<file path="config.mk">
export PLATFORM = sky130hd
export DESIGN_NAME = uart_rx
export DESIGN_NICKNAME = d
export VERILOG_FILES = /design/src/rtl/uart_rx.sv
export SDC_FILE = /design/constraint.sdc
export NUM_CORES = 1
export LEC_CHECK = 0
export BUFFER_PORTS_ARGS = -buffer_cell sky130_fd_sc_hd__buf_4
export CORE_MARGIN = 2
export CORE_UTILIZATION = 61
export DETAILED_ROUTE_END_ITERATION = 10
export HOLD_SLACK_MARGIN = 0.03
export PLACE_DENSITY_LB_ADDON = 0.1
export SLEW_MARGIN = 20
export SYNTH_ARGS = -nofsm -noshare
export SYNTH_HDL_FRONTEND = slang
export SYNTH_SLANG_ARGS = --single-unit
</file>
<file path="constraint.sdc">
create_clock -name CLK -period 4.55 [get_ports CLK]
set_input_delay 0.2275 -clock CLK [delete_from_list [all_inputs] [get_ports CLK]]
set_output_delay 0.2275 -clock CLK [all_outputs]
set_load 0.03 [all_outputs]
</file>
<file path="src/rtl/uart_rx.sv">
// uart_rx: 8N1 receiver for the RXD pin with mid-bit sampling,
// one-byte valid/ready holding and framing/overrun pulses.
module uart_rx #(
  parameter int CLK_FREQ_HZ  = 12000000,
  parameter int BAUD_RATE    = 115200,
  parameter int CLKS_PER_BIT = CLK_FREQ_HZ / BAUD_RATE
) (
  input  logic       CLK,
  input  logic       RESET,
  input  logic       RXD,
  output logic [7:0] rx_data,
  output logic       rx_valid,
  input  logic       rx_ready,
  output logic       frame_err,
  output logic       overrun
);

  localparam int CW = $clog2(CLKS_PER_BIT);
  localparam logic [CW-1:0] LAST = CW'(CLKS_PER_BIT - 1);
  localparam logic [CW-1:0] HALF = CW'(CLKS_PER_BIT / 2 - 1);

  typedef enum logic [2:0] {
    IDLE,
    START,
    DATA,
    STOP,
    BRK
  } state_t;

  state_t state, state_n;
  logic [CW-1:0] cnt, cnt_n;
  logic [2:0] idx, idx_n;
  logic [7:0] shift, shift_n;
  logic rxd_m, rxd_s;
  logic deliver, ferr;

  always_ff @(posedge CLK or negedge RESET) begin
    if (!RESET) begin
      rxd_m <= 1'b1;
      rxd_s <= 1'b1;
    end else begin
      rxd_m <= RXD;
      rxd_s <= rxd_m;
    end
  end

  always_ff @(posedge CLK or negedge RESET) begin
    if (!RESET) begin
      state <= IDLE;
      cnt   <= '0;
      idx   <= '0;
      shift <= '0;
    end else begin
      state <= state_n;
      cnt   <= cnt_n;
      idx   <= idx_n;
      shift <= shift_n;
    end
  end

  always_comb begin
    state_n = state;
    cnt_n   = cnt + CW'(1);
    idx_n   = idx;
    shift_n = shift;
    deliver = 1'b0;
    ferr    = 1'b0;
    unique case (state)
      IDLE: begin
        cnt_n = '0;
        if (!rxd_s) state_n = START;
      end
      START: begin
        if (cnt == HALF) begin
          cnt_n   = '0;
          idx_n   = '0;
          state_n = rxd_s ? IDLE : DATA;
        end
      end
      DATA: begin
        if (cnt == LAST) begin
          cnt_n      = '0;
          shift_n[idx] = rxd_s;
          if (idx == 3'd7) state_n = STOP;
          else idx_n = idx + 3'd1;
        end
      end
      STOP: begin
        if (cnt == LAST) begin
          cnt_n   = '0;
          deliver = rxd_s;
          ferr    = !rxd_s;
          state_n = rxd_s ? IDLE : BRK;
        end
      end
      BRK: begin
        // a held-low line yields one error, then waits for idle
        cnt_n = '0;
        if (rxd_s) state_n = IDLE;
      end
      default: begin
        cnt_n   = '0;
        state_n = IDLE;
      end
    endcase
  end

  always_ff @(posedge CLK or negedge RESET) begin
    if (!RESET) begin
      rx_data   <= 8'h00;
      rx_valid  <= 1'b0;
      frame_err <= 1'b0;
      overrun   <= 1'b0;
    end else begin
      frame_err <= ferr;
      overrun   <= 1'b0;
      if (deliver) begin
        if (!rx_valid || rx_ready) begin
          rx_data  <= shift;
          rx_valid <= 1'b1;
        end else begin
          overrun <= 1'b1;
        end
      end else if (rx_valid && rx_ready) begin
        rx_valid <= 1'b0;
      end
    end
  end

endmodule
</file>
**Yosys cells after proc, flatten, opt, wreduce, memory -nomap -nowiden**

Index checks and enable logic that the tools add are counted.

- Register bits: 34
- Bits in latches: 0
- Bits in writable memories: 0
- Bits in read-only memories: 0
- Input bits: 4
- Output and inout bits: 11
- Word-level logic and storage cells: 71
- Memories: 0

- Add/subtract/negate cells: 2
- Multipliers: 0
- Divide/modulo/power cells: 0
- $lt $le $gt $ge: 2
- Eq/ne operators: 15
- Shift operators: 0
- Muxes and demuxes: 28
- Bitwise logic cells: 0
- Reductions and logical operators: 14

Operator list:

| kind | count |
|---|---|
| 2-to-1 mux 3 bit | 10 |
| case mux 3 bit (5 select lines) | 1 |
| 2-to-1 mux 7 bit | 2 |
| != test 2 bit, second input constant | 7 |
| case mux 7 bit (2 select lines) | 1 |
| 2-to-1 mux 1 bit | 10 |
| bitwise mux 8 bit | 1 |
| adder 7 x 1 -> 7 bit, second input constant | 1 |
| equality test 7 x 6 -> 1 bit, second input constant | 1 |
| equality test 7 bit, second input constant | 1 |
| equality test 3 x 2 -> 1 bit, second input constant | 2 |
| equality test 3 bit, second input constant | 2 |
| case mux 3 bit (2 select lines) | 1 |
| AND reduction 2 bit | 3 |
| AND reduction 6 bit | 1 |
| less-than comparator 3 x 4 -> 1 bit, second input constant | 1 |
| AND reduction 4 bit | 1 |
| nonzero test 2 bit | 2 |
| adder 3 x 1 -> 3 bit, second input constant | 1 |
| demux 1 bit (select 3 bit) | 1 |
| equality test 3 x 1 -> 1 bit, second input constant | 1 |
| greater-or-equal comparator 3 x 1 -> 1 bit, second input constant | 1 |
| zero test 3 bit | 1 |
| logical AND 1 bit | 2 |
| other kinds (5) | 6 |

**Logic depth before layout (Yosys ltp)**

Gate-level depths: netlist (run 1).

- Word-level depth: 5
- Gate-level depth with buffers: 6

**Worst setup path before layout (run 1)**

Ideal clock, no wire load.

- Path type: flip-flop to flip-flop
- Start point: reg cnt[0]
- End point: reg idx[0]
- Library setup time: 0.125 ns
- Data arrival time: 1.924 ns
- Data required time: 4.425 ns
- Setup slack: 2.501 ns
- Stages on the path, launching flop included: 6
- Cells stage by stage: dfrtp_1 ha_1 nand3b_4 or4b_4 o32ai_4 mux2_4

- Word-level cells in the longest chain between the ends: 3

Ends and longest elaborated chain:

| item | RTL line | source |
|---|---|---|
| from (decl) | 31 | `logic [CW-1:0] cnt, cnt_n;` |
| from (signal assigned) | 55 | `cnt <= cnt_n;` |
| equality test 7 bit / equality test 7 x 6 -> 1 bit (equally long branches) | 81, 74 |  |
| != test 2 bit (no source line) | n/a |  |
| AND reduction 4 bit (no source line) (*) | n/a |  |
| to (signal assigned) | 56 | `idx <= idx_n;` |
| to (decl) | 32 | `logic [2:0] idx, idx_n;` |

Mark *: on every way between the ends. The rest lies on a longest branch, timed or not.
A chain may end at the register's enable or synchronous reset.

**Worst setup path in the final report (run 1)**

Ends and elaborated chain as after synthesis.

==> results of run 1 <==
## final timing paths
check / endpoint / slack, ns / cells after the start
setup / recovery: idx[0] / 2.38 / 5
hold / removal: overrun / 0.21 / 3
setup reg to reg: idx[0] / 2.38 / 5
hold reg to reg: rxd_s / 0.36 / 0
max in group asynchronous: rxd_s / 3.85 / 2
min in group asynchronous: cnt[5] / 0.36 / 2
## synthesized netlist by cell type
cell	instances
nand4b_1	1
nor4_1	3
inv_1	4
o32ai_4	1
nand2b_1	3
clkbuf_1	2
nor2b_1	3
nand3b_4	1
mux2_4	1
o22ai_1	1
nor3_1	1
nor2_1	16
nand3_1	5
ha_1	3
a211oi_1	1
o21ai_0	2
nand2_1	10
a32oi_1	1
xnor2_1	4
or4_1	1
buf_2	1
or4b_4	1
mux2i_1	2
xor2_1	2
or3_1	1
dfrtp_1	32
mux2_2	16
or2_2	1
nand4_1	5
a21oi_1	3
nand3b_1	1
dfstp_2	2
## critical path, cell delays in order, from the launching register on
cell and delay, ns:
dfrtp_1 0.40, ha_1 0.30, nand3b_4 0.11, or4b_4 0.57, o32ai_4 0.35, mux2_4 0.33
## where the power goes
group	leakage (nW)	internal, mW	switching (mW)
Clock	0.0353	0.0749	0.0967
Sequential	0.453	0.304	0.00185
Combinational	0.331	0.00308	0.00589
Total	0.819	0.382	0.104
## metrics by stage
stage / utilization / instances / instance area, sq um / power, mW / hold WS, ns
2_1_floorplan: - / 131 / 1550 / 0.311 / -0.0681
3_3_place_gp: 0.689 / 172 / 1680 / 0.319 / 0.184
3_5_place_dp: 0.689 / 172 / 1680 / 0.319 / 0.191
4_1_cts: 0.722 / 182 / 1760 / 0.489 / 0.207
5_1_grt: 0.722 / 182 / 1760 / 0.507 / 0.206
6_report: 0.722 / 182 / 1760 / 0.486 / 0.214
## area by class of cell
class	instances	area, sq um
inverters	4	15.0
well taps	30	37.5
flip-flops and latches	34	853
fillers	186	676
clock buffers	7	55.1
repair buffers	16	125
clock inverters	1	5.00
multi-input cells	90	666
## kinds of logic (layout without fill, tap and decap cells)
logic type | after synthesis | after routing | share of synthesized area
AND/OR/NAND/NOR | 53 | 53 | 0.184
flip-flops | 34 | 34 | 0.552
multiplexers | 19 | 19 | 0.139
AO/OA/AOI/OAI | 9 | 9 | 0.0485
buffers and inverters | 7 | 28 | 0.0178
XOR/XNOR | 6 | 6 | 0.0340
adder cells (fa/ha/maj) | 3 | 3 | 0.0243
## cells in the final DEF (no fill, tap or decap), types with 2 or more instances in the layout
cell type	instances
dfrtp_1	32
nor2_1	16
mux2_2	16
buf_4	14
nand2_1	10
nand3_1	5
nand4_1	5
clkbuf_4	5
xnor2_1	4
inv_1	4
nor2b_1	3
a21oi_1	3
nand2b_1	3
nor4_1	3
ha_1	3
xor2_1	2
mux2i_1	2
o21ai_0	2
dlygate4sd3_1	2
dfstp_2	2
## flip-flops by register name, indices dropped and copies added, names as in the netlist
| name | cells |
|---|---|
| state | 3 |
| idx | 3 |
| rx_data | 8 |
| overrun | 1 |
| frame_err | 1 |
| rxd_m | 1 |
| cnt | 7 |
| rx_valid | 1 |
| rxd_s | 1 |
| shift | 8 |
## routing by layer
| metal | vias to the layer above | part of all wire |
|---|---|---|
| met5 | - | 0 |
| met4 | 0 | 0.016 |
| met3 | 7 | 0.038 |
| met2 | 17 | 0.49 |
| met1 | 519 | 0.45 |
| li1 | 497 | - |
## repair_timing
item / in CTS / in global routing
resized for setup: 0 / 0
hold buffers: 2 / 0
hold endpoints to repair: 33 / 0
==> flow_summary.yaml, run 1 <==
drt:
  ant_nets: 0
  wire_per_inst_um: 14.5
  drcViolationCount: 0
  routed_wl_mm: 2.63
  drtIter0Drc: 12
  via_count: 1040
  viasPerCell: 5.71
  first_pass_iters: 4
worst_setup_path:
  crit_type: "flip-flop to flip-flop"
  critPathLaunch: "cnt[0]"
  reg2reg_from: "cnt[0]"
  required_ns: 4.78
  critical_path.max_fanout: 5
  cp-end-kind: "flip-flop"
  cp-start-kind: "flip-flop"
  critical_path_arrival_ns: 2.40
place:
  port-buffer-count: 14
  gp_congestion: 0.824
  dp_hpwl_mm: 1.77
  place_worst_setup_slack_ns: 2.41
synth:
  netlist_area_sq_um: 1550
  synth_top_area_frac: 0.518
  syn_nets: 138
  yosys.area.top_type: "dfrtp_1"
  yosys_warnings: 0
  synth_seq_cells: 34
  ys_types: 32
  syn_inst: 131
  synth_area_leaders: "dfrtp_1 52%, mux2_2 12%, nor2_1 3.9%"
  avgSynthCellArea_sq_um: 11.8
  synth_seq_area_share: 0.552
sta:
  fmax_mhz: 460
  rsz0062_at_grt: "false"
  fin_setup_tns_ns: 0
  tightest_slew_ns: 0.597
  hold_viol: 0
  clock_skew_ns: 0.00909
  finalWorstSetupSlack_ns: 2.38
  finalCritPeriodShare: 0.477
  setup_viol: 0
  drv_slew: 0
  slew_headroom: 0.600
  fin_crit_ns: 2.17
clock_network:
  clk_latency_ns: 0.33
  cts_htree_levels: 2
  clkSlewWorstSetupHoldPaths_ns: 0.10
  clockBufferDepth: 2
  cts.sinks: 34
  cts_tree: "yes"
  postCtsSetupBuffers: 0
  cts_buffers: 5
  cts-root-buf: "clkbuf_4"
grt:
  grt_pass1_wl_mm: 4.15
  antenna_found_initial: 0
  busiest_layer: "met2"
  grt_usage: 0.206
  grtUsageMet1: 0.259
  grt_max_degree: 35
  grt_pass1_vias: 912
  grt_overflow: 0
  gr-usage-met3: 0.0738
  grtUsageMet2: 0.325
die:
  ioPinCount: 15
  core_sq_um: 2430
  fp.dieW_um: 54.4
  start_util: 0.636
  std_cell_rows: 18
  die-area_sq_um: 2950
  fp.dieH_um: 54.4
finish:
  drive_gt1_frac: 0.289
  fin_nets: 158
  syn2layout_area_growth_pct: 13.6
  insertedDiodeCount: 0
pwr:
  p_per_area_nw_per_um2: 277
  vdd_drop_max_uv: 265
  leakagePower_nw: 0.819
min_path:
  hold_start: "rx_ready"
  hp-class: "input port to flip-flop"
run:
  maxCapViolations: 0
run_status:
  status: "finished clean"
No activity file was read; power rests on OpenSTA's default activity.
==> inputs of run 2 (changes only) <==
CORE_UTILIZATION = 51   (was 61)
clock period = 1.85 ns   (was 4.55 ns; I/O delays follow)
==> run 2 against run 1 <==
Against the previous run:
- hold slack got worse by 0.17 ns
- non-clock buffer count up 19
- combinational power grew to 2.5 times the previous value
- the flow now finishes with violations (negative setup slack)
- sequential power up 150%
- register-to-register slack lost 2.4 ns
- die area grew 18%
- clock skew down 0.0030 ns
- sequential share of layout area down 4.1 points
- critical path depth unchanged
- count of clock-buffer cells in the layout is the same
==> flow_summary.yaml, run 2 (synthesized netlist as in run 1, its figures left out) <==
run_status:
  status: "complete, but fails checks"
  violations: "negative setup slack"
finish:
  fin_nets: 177
  top_regs: "rx_data (8), shift (8), cnt (7)"
  drive_gt1_frac: 0.374
  syn2layout_area_growth_pct: 23.9
  num-fill-cells: 226
  final_cell_mix: "32 x dfrtp_1, 32 x buf_4, 16 x nor2_1, 16 x mux2_2, 10 x nand2_1"
  insertedDiodeCount: 0
clock_network:
  clk_latency_ns: 0.34
  clkSlewWorstSetupHoldPaths_ns: 0.10
  clockBufferDepth: 2
  cts.sinks: 34
  cts_buffers: 5
  cts_tree: "yes"
  cts-root-buf: "clkbuf_4"
  cts_htree_levels: 2
die:
  die-area_sq_um: 3490
  start_util: 0.547
  core_sq_um: 2830
  std_cell_rows: 19
  fp.dieW_um: 59.1
  ioPinCount: 15
  fp.dieH_um: 59.1
grt:
  grt_overflow: 0
  antenna_found_initial: 0
  grt_max_degree: 35
  grt_pass1_vias: 1046
  grt_usage: 0.187
  grt_pass1_wl_mm: 4.76
pwr:
  power.switching_mw: 0.257
  p_per_area_nw_per_um2: 624
  seq_power_share: 0.628
  p_clk_frac: 0.353
  swShare: 0.215
  leakagePower_nw: 0.917
  vdd_drop_max_uv: 555
  p_int_mw: 0.938
  p_comb_frac: 0.019
sta:
  whs_ns: 0.0481
  fin_crit_ns: 1.88
  setup_viol: 2
  finalCritPeriodShare: 1.01
  tightest_slew_ns: 0.418
  clock_skew_ns: 0.00606
  hold_viol: 0
  slew_headroom: 0.721
  rsz0062_at_grt: "true"
  drv_slew: 0
  finalWorstSetupSlack_ns: -0.0260
  fin_setup_tns_ns: -0.0345
  fmax_mhz: 533
place:
  dp_hpwl_mm: 1.93
  place_worst_setup_slack_ns: -0.00355
  gp_congestion: 0.831
  port-buffer-count: 14
worst_setup_path:
  r2r_end: "idx[0]"
  reg2reg_from: "cnt[1]"
  cp-end-kind: "flip-flop"
  reg2reg_slack_ns: -0.03
  required_ns: 2.08
  critPathLaunch: "cnt[1]"
  critical_path_arrival_ns: 2.11
  ff2ff_path_depth: 5
  critical_path.max_fanout: 5
  cp-start-kind: "flip-flop"
  crit_path_end: "idx[0]"
  crit_type: "flip-flop to flip-flop"
drt:
  drcViolationCount: 0
  routed_wl_mm: 2.79
  wire_per_inst_um: 13.8
  drtIter0Drc: 42
  via_count: 1097
  first_pass_iters: 4
  viasPerCell: 5.43
  ant_nets: 0
run:
  maxCapViolations: 0
min_path:
  hp-class: "input port to flip-flop"
run 2: cell count changes in the layout (fill, tap and decap cells not counted), sizes merged:
cell,change
buf,+19
run 2: power groups by stage:
stage / Combinational, mW / Clock (mW) / Sequential [mW]
finish: 0.0226 / 0.422 / 0.751
global route: 0.0260 / 0.472 / 0.752
CTS: 0.0238 / 0.436 / 0.751
detailed placement: 0.0206 / 0 / 0.766
global placement: 0.0197 / 0 / 0.766
floorplan: 0.00332 / 0 / 0.762
run 2: area by class of cell:
class,instances,area (sq um),share of cell area
clock buffer,7,55.1,0.0287
multi-input combinational,90,678,0.354
inverter,4,15.0,0.00783
timing repair buffer,35,272,0.142
sequential,34,853,0.445
tap,31,38.8,0.0202
clock inverter,1,5.00,0.00261
run 2: worst min path at each step:
stage	start	to	slack (ns)	cells past startpoint
2_1_floorplan	RESET	cnt[0]	-0.20	0
3_3_place_gp	RESET	state[0]	0.05	1
3_5_place_dp	RESET	state[2]	0.06	1
4_1_cts	rx_ready	overrun	0.04	3
5_1_grt	rx_ready	overrun	0.04	3
6_report	rx_ready	overrun	0.05	3
run 2: stage by stage:
stage,power (mW),instances,instance area [sq um],utilization
floorplan,0.766,131,1560,-
global placement,0.785,190,1820,0.643
detailed placement,0.786,190,1820,0.643
CTS,1.21,200,1900,0.671
global route,1.25,202,1920,0.678
finish,1.20,202,1920,0.678
run 2: critical path: stages (launching register included):
cell	delay (ns)
dfrtp_1	0.40
ha_4	0.17
nand3b_4	0.08
or4b_4	0.53
o32ai_4	0.27
mux2_4	0.32
run 2: timing repair:
action,in CTS,in global routing
resized for setup,0,1
buffers inserted,0,2
endpoints found under the hold margin,35,0
hold buffers,2,0
setup endpoints to repair,2,12
run 2: layer usage:
metal,global-route usage,routed length (um),vias to the layer above
met5,0,0,-
met2,0.275,1290,23
met1,0.253,1340,530
met3,0.0721,116,5
li1,-,-,539
met4,0.0682,46,0
